## config.mk

```make
export PLATFORM = sky130hd
export DESIGN_NAME = alu_arbiter_flat
export DESIGN_NICKNAME = d
export VERILOG_FILES = /design/src/rtl/alu_arbiter_if.sv /design/src/rtl/alu_arbiter.sv /design/src/flat_wrapper.sv
export SDC_FILE = /design/constraint.sdc
export NUM_CORES = 1
export LEC_CHECK = 0
export CAP_MARGIN = 20
export CORE_MARGIN = 1
export CORE_UTILIZATION = 25
export DETAILED_ROUTE_END_ITERATION = 16
export PLACE_DENSITY = 0.66
export SETUP_SLACK_MARGIN = 0.3
export SYNTH_ARGS = -nofsm -noshare
export SYNTH_HDL_FRONTEND = slang
export SYNTH_SLANG_ARGS = --single-unit
```

## constraint.sdc

```tcl
create_clock -name clk -period 1.3 [get_ports clk]
set_input_delay 0.39 -clock clk [delete_from_list [all_inputs] [get_ports clk]]
set_output_delay 0.39 -clock clk [all_outputs]
set_load 0.02 [all_outputs]
```

## src/rtl/alu_arbiter_if.sv

```systemverilog
// Request/response/ALU bundle for alu_arbiter; slave = arbiter side, master = requesters, consumer and ALU.
interface alu_arbiter_if #(
   parameter int DATA_W = 8,
   parameter int OP_W   = 3
);
   logic              req0_valid;
   logic              req0_ready;
   logic [OP_W-1:0]   req0_aluop;
   logic [DATA_W-1:0] req0_op1;
   logic [DATA_W-1:0] req0_op2;
   logic              req1_valid;
   logic              req1_ready;
   logic [OP_W-1:0]   req1_aluop;
   logic [DATA_W-1:0] req1_op1;
   logic [DATA_W-1:0] req1_op2;
   logic              resp_valid;
   logic              resp_ready;
   logic              resp_id;
   logic [DATA_W-1:0] resp_result;
   logic              resp_equal;
   logic              resp_lessThan;
   logic [DATA_W-1:0] alu_op1;
   logic [DATA_W-1:0] alu_op2;
   logic [OP_W-1:0]   alu_Aluop;
   logic [DATA_W-1:0] alu_result;
   logic              alu_equal;
   logic              alu_lessThan;

   modport slave (
      input  req0_valid, req0_aluop, req0_op1, req0_op2,
      input  req1_valid, req1_aluop, req1_op1, req1_op2,
      output req0_ready, req1_ready,
      output resp_valid, resp_id, resp_result, resp_equal, resp_lessThan,
      input  resp_ready,
      output alu_op1, alu_op2, alu_Aluop,
      input  alu_result, alu_equal, alu_lessThan
   );

   modport master (
      output req0_valid, req0_aluop, req0_op1, req0_op2,
      output req1_valid, req1_aluop, req1_op1, req1_op2,
      input  req0_ready, req1_ready,
      input  resp_valid, resp_id, resp_result, resp_equal, resp_lessThan,
      output resp_ready,
      input  alu_op1, alu_op2, alu_Aluop,
      output alu_result, alu_equal, alu_lessThan
   );
endinterface

```

## src/rtl/alu_arbiter.sv

```systemverilog
// Round-robin sharing of one 8-bit ALU between two requesters, one op in flight at a time.
// Optional grant counters are built when ALU_ARB_STATS_EN is defined.
module alu_arbiter #(
   parameter int DATA_W  = 8,
   parameter int OP_W    = 3,
   parameter int STATS_W = 16
) (
   input  logic              clk,
   input  logic              reset,
   alu_arbiter_if.slave      bus
`ifdef ALU_ARB_STATS_EN
   ,
   input  logic              stats_clr,
   output logic [STATS_W-1:0] grant_cnt0,
   output logic [STATS_W-1:0] grant_cnt1
`endif
);

   typedef enum logic [1:0] {IDLE, EXEC, RESP} state_t;

   localparam logic [OP_W-1:0] OP_SLT  = OP_W'(5);
   localparam logic [OP_W-1:0] OP_SLTE = OP_W'(6);
   localparam logic [OP_W-1:0] OP_EQ   = OP_W'(7);

   state_t state;
   logic   last_grant;
   logic   sel0, sel1;
   logic   hs0, hs1;

   // Tie goes to the port that did not win last time.
   always_comb begin
      sel0 = bus.req0_valid && (!bus.req1_valid || last_grant);
      sel1 = bus.req1_valid && (!bus.req0_valid || !last_grant);
   end

   // Ready must answer valid in the same cycle, so it is the only combinational output.
   assign bus.req0_ready = (state == IDLE) && sel0 && !reset;
   assign bus.req1_ready = (state == IDLE) && sel1 && !reset;
   assign hs0 = bus.req0_valid && bus.req0_ready;
   assign hs1 = bus.req1_valid && bus.req1_ready;

   // alu_* double as the captured operand registers; they read zero outside EXEC.
   always_ff @(posedge clk or posedge reset) begin
      if (reset) begin
         state             <= IDLE;
         last_grant        <= 1'b1;
         bus.alu_op1       <= '0;
         bus.alu_op2       <= '0;
         bus.alu_Aluop     <= '0;
         bus.resp_valid    <= 1'b0;
         bus.resp_id       <= 1'b0;
         bus.resp_result   <= '0;
         bus.resp_equal    <= 1'b0;
         bus.resp_lessThan <= 1'b0;
      end else begin
         case (state)
            IDLE: begin
               if (hs0 || hs1) begin
                  state         <= EXEC;
                  last_grant    <= hs1;
                  bus.alu_op1   <= hs1 ? bus.req1_op1   : bus.req0_op1;
                  bus.alu_op2   <= hs1 ? bus.req1_op2   : bus.req0_op2;
                  bus.alu_Aluop <= hs1 ? bus.req1_aluop : bus.req0_aluop;
               end
            end
            EXEC: begin
               state          <= RESP;
               bus.resp_valid <= 1'b1;
               bus.resp_id    <= last_grant;
               // Compare ops report only their meaningful flags; logic/arith ops report no flags.
               case (bus.alu_Aluop)
                  OP_SLT: begin
                     bus.resp_result   <= '0;
                     bus.resp_equal    <= 1'b0;
                     bus.resp_lessThan <= bus.alu_lessThan;
                  end
                  OP_SLTE: begin
                     bus.resp_result   <= '0;
                     bus.resp_equal    <= bus.alu_equal;
                     bus.resp_lessThan <= bus.alu_lessThan;
                  end
                  OP_EQ: begin
                     bus.resp_result   <= '0;
                     bus.resp_equal    <= bus.alu_equal;
                     bus.resp_lessThan <= 1'b0;
                  end
                  default: begin
                     bus.resp_result   <= bus.alu_result;
                     bus.resp_equal    <= 1'b0;
                     bus.resp_lessThan <= 1'b0;
                  end
               endcase
               bus.alu_op1   <= '0;
               bus.alu_op2   <= '0;
               bus.alu_Aluop <= '0;
            end
            RESP: begin
               if (bus.resp_ready) begin
                  state          <= IDLE;
                  bus.resp_valid <= 1'b0;
               end
            end
            default: state <= IDLE;
         endcase
      end
   end

`ifdef ALU_ARB_STATS_EN
   // Saturating grant counters; clear wins over a same-cycle grant.
   always_ff @(posedge clk or posedge reset) begin
      if (reset) begin
         grant_cnt0 <= '0;
         grant_cnt1 <= '0;
      end else if (stats_clr) begin
         grant_cnt0 <= '0;
         grant_cnt1 <= '0;
      end else begin
         if (hs0 && grant_cnt0 != '1) grant_cnt0 <= grant_cnt0 + 1'b1;
         if (hs1 && grant_cnt1 != '1) grant_cnt1 <= grant_cnt1 + 1'b1;
      end
   end
`endif

endmodule

```

## src/flat_wrapper.sv

```systemverilog
// flat-port wrapper written by rule: the top's interface ports become plain ports
module alu_arbiter_flat 
#(
   parameter int DATA_W  = 8,
   parameter int OP_W    = 3,
   parameter int STATS_W = 16
)
  (clk, reset, bus_req0_valid, bus_req0_aluop, bus_req0_op1, bus_req0_op2, bus_req1_valid, bus_req1_aluop, bus_req1_op1, bus_req1_op2, bus_req0_ready, bus_req1_ready, bus_resp_valid, bus_resp_id, bus_resp_result, bus_resp_equal, bus_resp_lessThan, bus_resp_ready, bus_alu_op1, bus_alu_op2, bus_alu_Aluop, bus_alu_result, bus_alu_equal, bus_alu_lessThan);
  alu_arbiter_if #(.DATA_W(DATA_W), .OP_W(OP_W)) bus_i ();
  input  logic clk;
  input  logic reset;
  input wire logic [$bits(bus_i.req0_valid)-1:0] bus_req0_valid;
  input wire logic [$bits(bus_i.req0_aluop)-1:0] bus_req0_aluop;
  input wire logic [$bits(bus_i.req0_op1)-1:0] bus_req0_op1;
  input wire logic [$bits(bus_i.req0_op2)-1:0] bus_req0_op2;
  input wire logic [$bits(bus_i.req1_valid)-1:0] bus_req1_valid;
  input wire logic [$bits(bus_i.req1_aluop)-1:0] bus_req1_aluop;
  input wire logic [$bits(bus_i.req1_op1)-1:0] bus_req1_op1;
  input wire logic [$bits(bus_i.req1_op2)-1:0] bus_req1_op2;
  output wire logic [$bits(bus_i.req0_ready)-1:0] bus_req0_ready;
  output wire logic [$bits(bus_i.req1_ready)-1:0] bus_req1_ready;
  output wire logic [$bits(bus_i.resp_valid)-1:0] bus_resp_valid;
  output wire logic [$bits(bus_i.resp_id)-1:0] bus_resp_id;
  output wire logic [$bits(bus_i.resp_result)-1:0] bus_resp_result;
  output wire logic [$bits(bus_i.resp_equal)-1:0] bus_resp_equal;
  output wire logic [$bits(bus_i.resp_lessThan)-1:0] bus_resp_lessThan;
  input wire logic [$bits(bus_i.resp_ready)-1:0] bus_resp_ready;
  output wire logic [$bits(bus_i.alu_op1)-1:0] bus_alu_op1;
  output wire logic [$bits(bus_i.alu_op2)-1:0] bus_alu_op2;
  output wire logic [$bits(bus_i.alu_Aluop)-1:0] bus_alu_Aluop;
  input wire logic [$bits(bus_i.alu_result)-1:0] bus_alu_result;
  input wire logic [$bits(bus_i.alu_equal)-1:0] bus_alu_equal;
  input wire logic [$bits(bus_i.alu_lessThan)-1:0] bus_alu_lessThan;
  assign bus_i.req0_valid = bus_req0_valid;
  assign bus_i.req0_aluop = bus_req0_aluop;
  assign bus_i.req0_op1 = bus_req0_op1;
  assign bus_i.req0_op2 = bus_req0_op2;
  assign bus_i.req1_valid = bus_req1_valid;
  assign bus_i.req1_aluop = bus_req1_aluop;
  assign bus_i.req1_op1 = bus_req1_op1;
  assign bus_i.req1_op2 = bus_req1_op2;
  assign bus_req0_ready = bus_i.req0_ready;
  assign bus_req1_ready = bus_i.req1_ready;
  assign bus_resp_valid = bus_i.resp_valid;
  assign bus_resp_id = bus_i.resp_id;
  assign bus_resp_result = bus_i.resp_result;
  assign bus_resp_equal = bus_i.resp_equal;
  assign bus_resp_lessThan = bus_i.resp_lessThan;
  assign bus_i.resp_ready = bus_resp_ready;
  assign bus_alu_op1 = bus_i.alu_op1;
  assign bus_alu_op2 = bus_i.alu_op2;
  assign bus_alu_Aluop = bus_i.alu_Aluop;
  assign bus_i.alu_result = bus_alu_result;
  assign bus_i.alu_equal = bus_alu_equal;
  assign bus_i.alu_lessThan = bus_alu_lessThan;
  alu_arbiter #(.DATA_W(DATA_W), .OP_W(OP_W), .STATS_W(STATS_W)) u_core (.clk(clk), .reset(reset), .bus(bus_i));
endmodule
```

==> metrics, run 1 <==
Setup crit end bus_req0_ready; DRC errors left 0; P_leak 1.57 nW; Die Y 81.5 microns; Peak Freq 589 MHz; Detail Route Antenna Nets 0; vias per cell 4.42; RSZ-0062 raised after global routing yes; area leader, netlist dfrtp_1; Netlist cell types 27; FF-to-FF setup slack -0.05 ns; maximum clock path buffer count 2; CP startpoint kind flip-flop; first-pass GRT wire length 7.80 mm; Crit-path slowest cell dfrtp_1; crit share post-route 131%; # port buffers 85; drt wl/cell 14.4 microns; Worst Hold Class in -> async; Post-synth EDFFs 0; Cell Chain, Critical Path nor3_4 -> nand2_2 -> a21oi_4 -> buf_6; fraction of layout cells with a size suffix above 1 47.5%; Reg clk slew, reported paths 0.08 ns; Placer Congestion 0.679; DR vias 1570; failing checks setup timing; H-tree Lvls 2; crit-path max cell delay 0.42 ns; crit path kind reg -> out; WP data required 0.91 ns; CP Capture Type output port; CTS Sinks 34; Critical Path Start u_core.state[0]$_DFFE_PP0P_; Worst-Margin Slew 0.226 ns; top-count cell post-synth dfrtp_1; diode count 0; FF-to-FF path depth 6; worst setup slack after layout -0.397 ns; final hold viol count 0; reg2reg end u_core.bus.alu_op2[1]$_DFFE_PP0P_; critical path data arrival time 1.31 ns; status finished with violations; GRT Total Usage 15.9%; max cap viols 0; Final nets 332; Mapped Nets 192; Avg Cell Area, Syn 11.4 sq um; Area Growth Syn to Fin 119%; Synth Register Bits 34; Routed WL 5.10 mm; worst-skew pair later-pin latency 0.28 ns; clk_skew 0.00782 ns; largest net degree at the start of global routing 19; setup_tns -1.43 ns; io pins 86; FFs w/ async S/R, synth 100%; power per cell area 1870 mW/mm^2; Synth area leaders dfrtp_1, mux2i_1, a22o_1; Detailed Routing Iterations Pass 1 3; worst hold slack 0.311 ns; die area 0.00664 sq mm; sequential share of the synthesized area 53.9%; synthesized cell area 0.00158 sq mm; Final min period 1.70 ns; row cnt 28; Die Width 81.5 microns; maximum VDD drop 979 uV; Synth Flop Type dfrtp_1; core area 0.00603 sq mm; CTS root buffer clkbuf_8; Filler cells 534; total grt overflow 0; post-synth top area share 52.3%; reg2reg start u_core.state[0]$_DFFE_PP0P_; slew margin rel. 84.9%; Gate Count Post-Synth 139; Detail Placement HPWL 3.15 mm; vias in the first global route 1610; final count of pins violating max slew 0; final setup fails 22; Detailed Route Iter0 Violations 14; initial core utilization 26.2%; CTS tree done; most instantiated cells after synthesis dfrtp_1, mux2i_1, inv_1, nand2_1, o22ai_1; YS warnings 0; Inserted Clock Buffers 5; initial antenna violation count 0; CP Max Fanout 4
[cells in the final DEF, fill, tap and decap left out, types with 2 or more instances in the layout]
cell / Yosys / final
nand3_1: 2 / 2
inv_1: 15 / 14
o21ai_0: 5 / 2
buf_6: 1 / 40
nand2_1: 14 / 10
buf_12: 0 / 5
clkinvlp_4: 0 / 2
buf_16: 0 / 3
o21ai_2: 0 / 2
nand2_4: 0 / 2
dlygate4sd2_1: 0 / 2
buf_8: 0 / 4
clkinv_8: 0 / 2
o22ai_2: 0 / 9
mux2i_4: 0 / 5
mux2i_1: 27 / 21
clkdlybuf4s50_1: 0 / 49
a22o_1: 8 / 8
dfrtp_1: 33 / 32
a21oi_2: 1 / 3
buf_4: 3 / 33
clkbuf_8: 0 / 6
[through the flow]
stage          utilization [%]  total power, mW  setup slack, ns  cell area (sq um)  instances
2_1_floorplan                -             3.09          -0.0251               1630        139
3_3_place_gp              45.5             4.52            -1.06               2740        317
3_5_place_dp              45.5             4.56            -1.11               2740        317
4_1_cts                   53.9             6.16           -0.423               3250        345
5_1_grt                   57.3             6.85           -0.462               3450        355
6_report                  57.3             6.46           -0.397               3450        355
[kinds of logic (layout without fill, tap and decap cells)]
kind of cell,Yosys count,in the layout,share of synthesized area (%)
XOR/XNOR,1,1,0.554
flip-flops,34,34,53.9
buffers and inverters,22,163,6.65
multiplexers,27,27,17.1
AO/OA/AOI/OAI,33,33,14.6
AND/OR/NAND/NOR,22,22,7.13
[critical path: cells and delay by family (launching register included)]
family | cells | cell delay [ns]
AND/OR/NAND/NOR | 2 | 0.35
buffers and inverters | 1 | 0.13
AO/OA/AOI/OAI | 1 | 0.12
flip-flops | 1 | 0.42
[flip-flops by register name (all words and copies together) (netlist names)]
signal                    count
u_core.bus.resp_valid         1
u_core.last_grant             1
u_core.state                  2
u_core.bus.resp_id            1
u_core.bus.alu_Aluop          3
u_core.bus.alu_op1            8
u_core.bus.resp_result        8
u_core.bus.resp_lessThan      1
u_core.bus.alu_op2            8
u_core.bus.resp_equal         1
[layer usage]
| layer | GRT usage [%] | routed length [microns] | part of all wire [%] |
|---|---|---|---|
| met5 | 0 | 0 | 0 |
| met4 | 4.29 | 101 | 2.0 |
| met3 | 3.89 | 210 | 4.1 |
| met2 | 27.3 | 2580 | 51 |
| met1 | 19.9 | 2200 | 43 |
[where the power goes]
group | total (mW) | switching, mW | internal [mW] | leakage (nW)
Sequential | 1.83 | 0.324 | 1.50 | 0.429
Combinational | 3.81 | 1.60 | 2.21 | 1.09
Clock | 0.824 | 0.398 | 0.426 | 0.0472
[cell type report]
| type | instances | area [sq um] | area share (%) |
|---|---|---|---|
| Clock inverter | 2 | 12.5 | 0.362 |
| Clock buffer | 6 | 82.6 | 2.39 |
| Timing Repair inverter | 1 | 16.3 | 0.471 |
| Inverter | 16 | 76.3 | 2.21 |
| Timing Repair Buffer | 138 | 1480 | 42.8 |
| Tap cell | 75 | 93.8 | 2.72 |
| Multi-Input combinational cell | 83 | 840 | 24.3 |
| Sequential cell | 34 | 853 | 24.7 |
[worst min path at each step]
stage,startpoint,endpoint,slack (ns),cells past startpoint
after floorplan,reset,u_core.bus.alu_Aluop[0]$_DFFE_PP0P_,0.33,1
after global placement,u_core.bus.resp_id$_DFFE_PP0P_,u_core.bus.resp_id$_DFFE_PP0P_,0.46,2
after detailed placement,u_core.bus.resp_equal$_DFFE_PP0P_,u_core.bus.resp_equal$_DFFE_PP0P_,0.47,2
after CTS,reset,u_core.bus.resp_id$_DFFE_PP0P_,0.30,3
after global routing,reset,u_core.bus.resp_id$_DFFE_PP0P_,0.31,3
final,reset,u_core.bus.resp_id$_DFFE_PP0P_,0.31,3
[repair_timing]
item | 4_1_cts | 5_1_grt
gates cloned | 5 | 1
hold buffers | 0 | 0
endpoints found under the setup margin | 66 | 66
resized for setup | 237 | 29
pin swaps | 12 | 11
setup buffers | 15 | 9
hold endpoints to repair | 0 | 0
Note: power is estimated with default switching activity, not from simulation.
==> run 2: changes to the inputs <==
Settings changed: PLACE_DENSITY 0.66 to 0.67.
==> run 2 against run 1 <==
The flow still finishes with violations (setup timing). Wire length down 5.6%. First-iteration DRC count up 140%. Hold slack worse by 0.096 ns. Sequential power about the same. Highest routed layer unchanged. Die area unchanged.
==> metrics, run 2 (synthesized netlist as in run 1, its figures left out) <==
power per cell area 1870 mW/mm^2 (-0.15%); io pins 86 (unchanged); H-tree Lvls 2 (unchanged); crit share post-route 132% (+1.5 points); Peak Freq 583 MHz (-1.1%); CP Capture Type output port; DRC errors left 0 (unchanged); initial antenna violation count 0 (unchanged); number of hold buffers added after cts 0 (unchanged); RSZ-0062 raised after global routing yes; final count of pins violating max slew 0 (unchanged); Detailed Routing Iterations Pass 1 4 (+1); diode count 0 (unchanged); worst setup slack after layout -0.416 ns (-0.0194 ns); Cell Chain, Critical Path nor3_4 -> buf_6 -> and2_4 -> buf_6; Worst Hold Class in -> async; CTS tree done; maximum VDD drop 1070 uV (+9.0%); Detail Placement HPWL 3.14 mm (-0.52%); CP Depth 4 (unchanged); vias per cell 4.42 (about the same); vias in the first global route 1442 (-10%); status finished with violations; row cnt 28 (unchanged); Routed WL 4.81 mm (-5.6%); non-filler cells, final 342 (-3.7%); Area Growth Syn to Fin 107%; initial core utilization 26.2% (unchanged); most common cell after layout, fill and taps aside clkdlybuf4s50_1; worst hold slack 0.214 ns (-0.0961 ns); largest registers u_core.bus.alu_op1 (8), u_core.bus.alu_op2 (8), u_core.bus.resp_result (8); Placer Congestion 0.722 (+6.4%); reg2reg end u_core.bus.alu_op1[3]$_DFFE_PP0P_; critical path data arrival time 1.33 ns (+0.02 ns); cell repeated most along the worst path buf_6; drt wl/cell 14.1 microns (-2.0%); failing checks setup timing; FF-to-FF setup slack -0.16 ns (-0.11 ns); Detail Route Antenna Nets 0 (unchanged); Die Y 81.5 microns (unchanged); crit-path max cell delay 0.41 ns (about the same); DR vias 1513 (-3.6%); WP data required 0.91 ns (about the same); Die Width 81.5 microns (unchanged); fraction of layout cells with a size suffix above 1 41.9% (-5.6 points); FF-to-FF path depth 7 (+1); Inserted Clock Buffers 5 (unchanged); die area 0.00664 sq mm (unchanged); total power draw 6.10 mW (-5.5%); core area 0.00603 sq mm (unchanged); clk_skew 0.00920 ns (+0.00138 ns); Filler cells 556 (+4.1%); Worst-Margin Slew 0.232 ns (+0.00525 ns); final setup fails 31 (+41%); Final min period 1.72 ns (+0.0194 ns); placed cell area 0.00270 sq mm (-1.5%); most frequent cells in the layout clkdlybuf4s50_1, buf_6, dfrtp_1; total grt overflow 0 (unchanged); crit path kind reg -> out; CTS root buffer clkbuf_8; largest net degree at the start of global routing 27 (+8); worst-skew pair later-pin latency 0.28 ns (about the same); Crit path max-delay family flip-flops; maximum clock path buffer count 2 (unchanged); setup_tns -3.44 ns (-2.01 ns); # placed instances 315 (-0.63%); reg2reg start u_core.state[0]$_DFFE_PP0P_; first-pass GRT wire length 7.36 mm (-5.7%); P_leak 1.50 nW (-4.6%); post-layout instance area 0.00327 sq mm (-5.4%); pre-CTS setup slack -1.13 ns (-0.0187 ns); CP startpoint kind flip-flop; CP Max Fanout 3 (-1); GRT Total Usage 15.3% (-0.64 points); Reg clk slew, reported paths 0.07 ns (about the same); CTS Sinks 34 (unchanged); Final nets 320 (-3.6%); CP Buf/Inv Count 2 (+1); max cap viols 0 (unchanged); Crit-path slowest cell dfrtp_1; # port buffers 85 (unchanged); Detailed Route Iter0 Violations 34 (+20); final hold viol count 0 (unchanged); post-layout util 54.2% (-3.1 points); slew margin rel. 84.6% (-0.30 points)
==> run 2: layer usage <==
metal / GRT usage (%) / vias up / part of all wire (%)
met5: 0 / - / 0
met4: 4.29 / 0 / 0.75
met3: 3.56 / 5 / 4.1
met2: 25.9 / 37 / 54
met1: 19.3 / 731 / 41
li1: - / 740 / -
==> run 2: report_power, final <==
group | internal, mW | switching, mW | leakage (nW)
registers | 1.50 | 0.325 | 0.429
logic | 1.99 | 1.49 | 1.02
clock network | 0.420 | 0.369 | 0.0443
total | 3.92 | 2.19 | 1.50
==> run 2: worst max path at each step <==
stage	start	end	slack (ns)
after floorplan	u_core.state[0]$_DFFE_PP0P_	bus_req0_ready	-0.03
after global placement	reset	bus_req0_ready	-1.13
after detailed placement	reset	bus_req0_ready	-1.13
after CTS	u_core.state[1]$_DFFE_PP0P_	bus_req1_ready	-0.44
after global routing	u_core.state[0]$_DFFE_PP0P_	bus_req1_ready	-0.48
final	u_core.state[0]$_DFFE_PP0P_	bus_req1_ready	-0.42
==> run 2: worst reg2reg max path, stage by stage, from the launching register on <==
cell      delay [ns]
dfrtp_1         0.41
nor3_4          0.26
buf_6           0.14
buf_4           0.10
buf_6           0.11
nand2_8         0.08
clkinv_4        0.09
mux2i_1         0.19
==> run 2: what timing repair did <==
| item | CTS | global route |
|---|---|---|
| resized for setup | 224 | 31 |
| buffers inserted | 8 | 7 |
| endpoints found under the setup margin | 66 | 67 |
| cloned | 5 | 0 |
| pin swaps | 12 | 5 |
==> run 2: cell type report <==
type	count	area, sq um	share of cell area, %
repair inverters	1	16.3	0.498
flip-flops and latches	34	853	26.1
multi-input cells	83	764	23.4
well taps	75	93.8	2.87
repair buffers	126	1380	42.4
inverters	16	68.8	2.11
clock buffers	7	86.3	2.64
==> run 3: changes to the inputs <==
Settings changed: PLACE_DENSITY 0.67 to 0.62.
==> run 3 against run 2 <==
The run still ends with setup timing left. Count of clock-buffer cells in the layout unchanged. Final area increased by 1.1%. Hold slack improved by 0.18 ns. Sequential cell count unchanged. Register-to-register slack got worse by 0.10 ns. Sequential share of layout area decreased by 0.28 points. Non-clock buffer count increased by 9. Critical endpoint is now bus_req0_ready. Largest cell class unchanged.
==> metrics, run 3 (synthesized netlist as in run 1, its figures left out) <==
final hold viol count 0 (unchanged); max cap viols 0 (unchanged); P_leak 1.53 nW (+2.4%); Detail Placement HPWL 3.17 mm (+1.1%); H-tree Lvls 2 (unchanged); CP Capture Type output port; reg2reg start u_core.state[0]$_DFFE_PP0P_; CP Buf/Inv Count 2 (unchanged); Worst-Margin Slew 0.264 ns (+0.0328 ns); CTS tree done; final count of pins violating max slew 0 (unchanged); core area 0.00603 sq mm (unchanged); non-filler cells, final 352 (+2.9%); most common cell after layout, fill and taps aside clkdlybuf4s50_1; maximum VDD drop 854 uV (-20%); number of hold buffers added after cts 0 (unchanged); Detailed Route Iter0 Violations 33 (-2.9%); fraction of layout cells with a size suffix above 1 43.3% (+1.4 points); row cnt 28 (unchanged); initial core utilization 26.2% (unchanged); total grt overflow 0 (unchanged); initial antenna violation count 0 (unchanged); DRC errors left 0 (unchanged); cell repeated most along the worst path buf_6; diode count 0 (unchanged); crit-path max cell delay 0.41 ns (about the same); failing checks setup timing; first-pass GRT wire length 7.49 mm (+1.9%); CTS Sinks 34 (unchanged); Worst Hold Class in -> async; FF-to-FF path depth 9 (+2); status finished with violations; setup_tns -4.77 ns (-1.33 ns); most frequent cells in the layout clkdlybuf4s50_1, buf_6, buf_4; Detail Route Antenna Nets 0 (unchanged); Area Growth Syn to Fin 109%; CTS root buffer clkbuf_8; post-layout instance area 0.00330 sq mm (+1.1%); io pins 86 (unchanged); worst setup slack after layout -0.413 ns (+0.00311 ns); CP Depth 5 (+1); final setup fails 27 (-13%); Peak Freq 584 MHz (+0.18%); power per cell area 1870 mW/mm^2 (+0.34%); Die Width 81.5 microns (unchanged); Final min period 1.71 ns (-0.00311 ns); Routed WL 4.63 mm (-3.7%); RSZ-0062 raised after global routing yes; largest net degree at the start of global routing 20 (-26%); Crit-path slowest cell dfrtp_1; Setup crit end bus_req0_ready; FF-to-FF setup slack -0.26 ns (-0.10 ns); worst hold slack 0.390 ns (+0.176 ns); largest registers u_core.bus.alu_op1 (8), u_core.bus.alu_op2 (8), u_core.bus.resp_result (8); Critical Path Start u_core.state[0]$_DFFE_PP0P_; worst-skew pair later-pin latency 0.28 ns (about the same); DR vias 1538 (+1.7%); # port buffers 85 (unchanged); Die Y 81.5 microns (unchanged); crit path kind reg -> out; Cell Chain, Critical Path nor3_4 -> buf_6 -> nand2_4 -> a21oi_4 -> buf_6; Crit path max-delay family flip-flops; crit share post-route 132% (-0.24 points); Reg clk slew, reported paths 0.07 ns (about the same); Detailed Routing Iterations Pass 1 4 (unchanged); CP startpoint kind flip-flop; vias in the first global route 1525 (+5.8%); die area 0.00664 sq mm (unchanged); slew margin rel. 81.9% (-2.7 points); Filler cells 544 (-2.2%); CP Max Fanout 2 (-1); total power draw 6.19 mW (+1.4%); critical path data arrival time 1.32 ns (about the same); WP data required 0.91 ns (about the same); reg2reg end u_core.bus.alu_op2[1]$_DFFE_PP0P_; drt wl/cell 13.2 microns (-6.5%); # placed instances 315 (unchanged); GRT Total Usage 15.2% (-0.093 points); clk_skew 0.00492 ns (-0.00429 ns); vias per cell 4.37 (-1.2%); placed cell area 0.00273 sq mm (+0.93%); Final nets 329 (+2.8%); Inserted Clock Buffers 5 (unchanged); maximum clock path buffer count 2 (unchanged); Placer Congestion 0.679 (-6.0%)
run 3: cell types whose count changed in the layout (fill, tap and decap cells not counted), moves of 2 or more:
cell	before	now
nand2_2	2	0
o21ai_2	3	1
buf_16	3	1
mux2i_1	22	26
mux2i_2	3	1
buf_4	23	33
o22ai_1	4	0
o22ai_2	6	9
mux2i_4	2	0
run 3: report_power, final:
group	internal [mW]	total, mW	switching [mW]
logic	2.05	3.55	1.50
registers	1.50	1.84	0.335
clock network	0.427	0.799	0.372
total	3.98	6.19	2.21
run 3: layer usage:
| metal | track usage, % | routed length (microns) | up-vias |
|---|---|---|---|
| met5 | 0 | 0 | - |
| met4 | 4.29 | 40 | 0 |
| met3 | 4.33 | 229 | 5 |
| met2 | 26.3 | 2410 | 42 |
| met1 | 18.3 | 1950 | 737 |
| li1 | - | - | 754 |
run 3: worst min path at each step:
stage	to	slack, ns	depth (start not counted)	from
finish	u_core.bus.alu_op1[5]$_DFFE_PP0P_	0.39	3	reset
CTS	u_core.bus.alu_op1[5]$_DFFE_PP0P_	0.39	3	reset
global route	u_core.bus.alu_op1[5]$_DFFE_PP0P_	0.40	3	reset
detailed placement	u_core.bus.resp_lessThan$_DFFE_PP0P_	0.47	2	u_core.bus.resp_lessThan$_DFFE_PP0P_
global placement	u_core.bus.resp_id$_DFFE_PP0P_	0.46	2	u_core.bus.resp_id$_DFFE_PP0P_
floorplan	u_core.bus.alu_Aluop[0]$_DFFE_PP0P_	0.33	1	reset
run 3: final cells by class:
cell class                      instances  area [sq um]  share of cell area (%)
Timing Repair inverter                  1          16.3                   0.493
Inverter                               16          76.3                    2.31
Clock buffer                            7          86.3                    2.61
Timing Repair Buffer                  135          1400                    42.5
Sequential cell                        34           853                    25.8
Clock inverter                          1          5.00                   0.152
Tap cell                               75          93.8                    2.84
Multi-Input combinational cell         83           767                    23.2
run 3: tightest hold or removal path, stage by stage:
cell and delay, ns:
dlygate4sd2_1 0.31, clkinvlp_4 0.15, buf_12 0.16
run 3: through the flow:
stage	setup WS, ns	util, %
final	-0.413	54.8
after global routing	-0.483	54.8
after CTS	-0.422	52.7
after detailed placement	-1.18	45.3
after global placement	-1.15	45.3
after floorplan	-0.0251	-
run 3: timing repair:
item                       4_1_cts  5_1_grt
resized for setup              230       13
cloned                           2        0
pin swaps                        7        5
buffers inserted                16       11
setup endpoints to repair       66       67
hold endpoints to repair         0        0
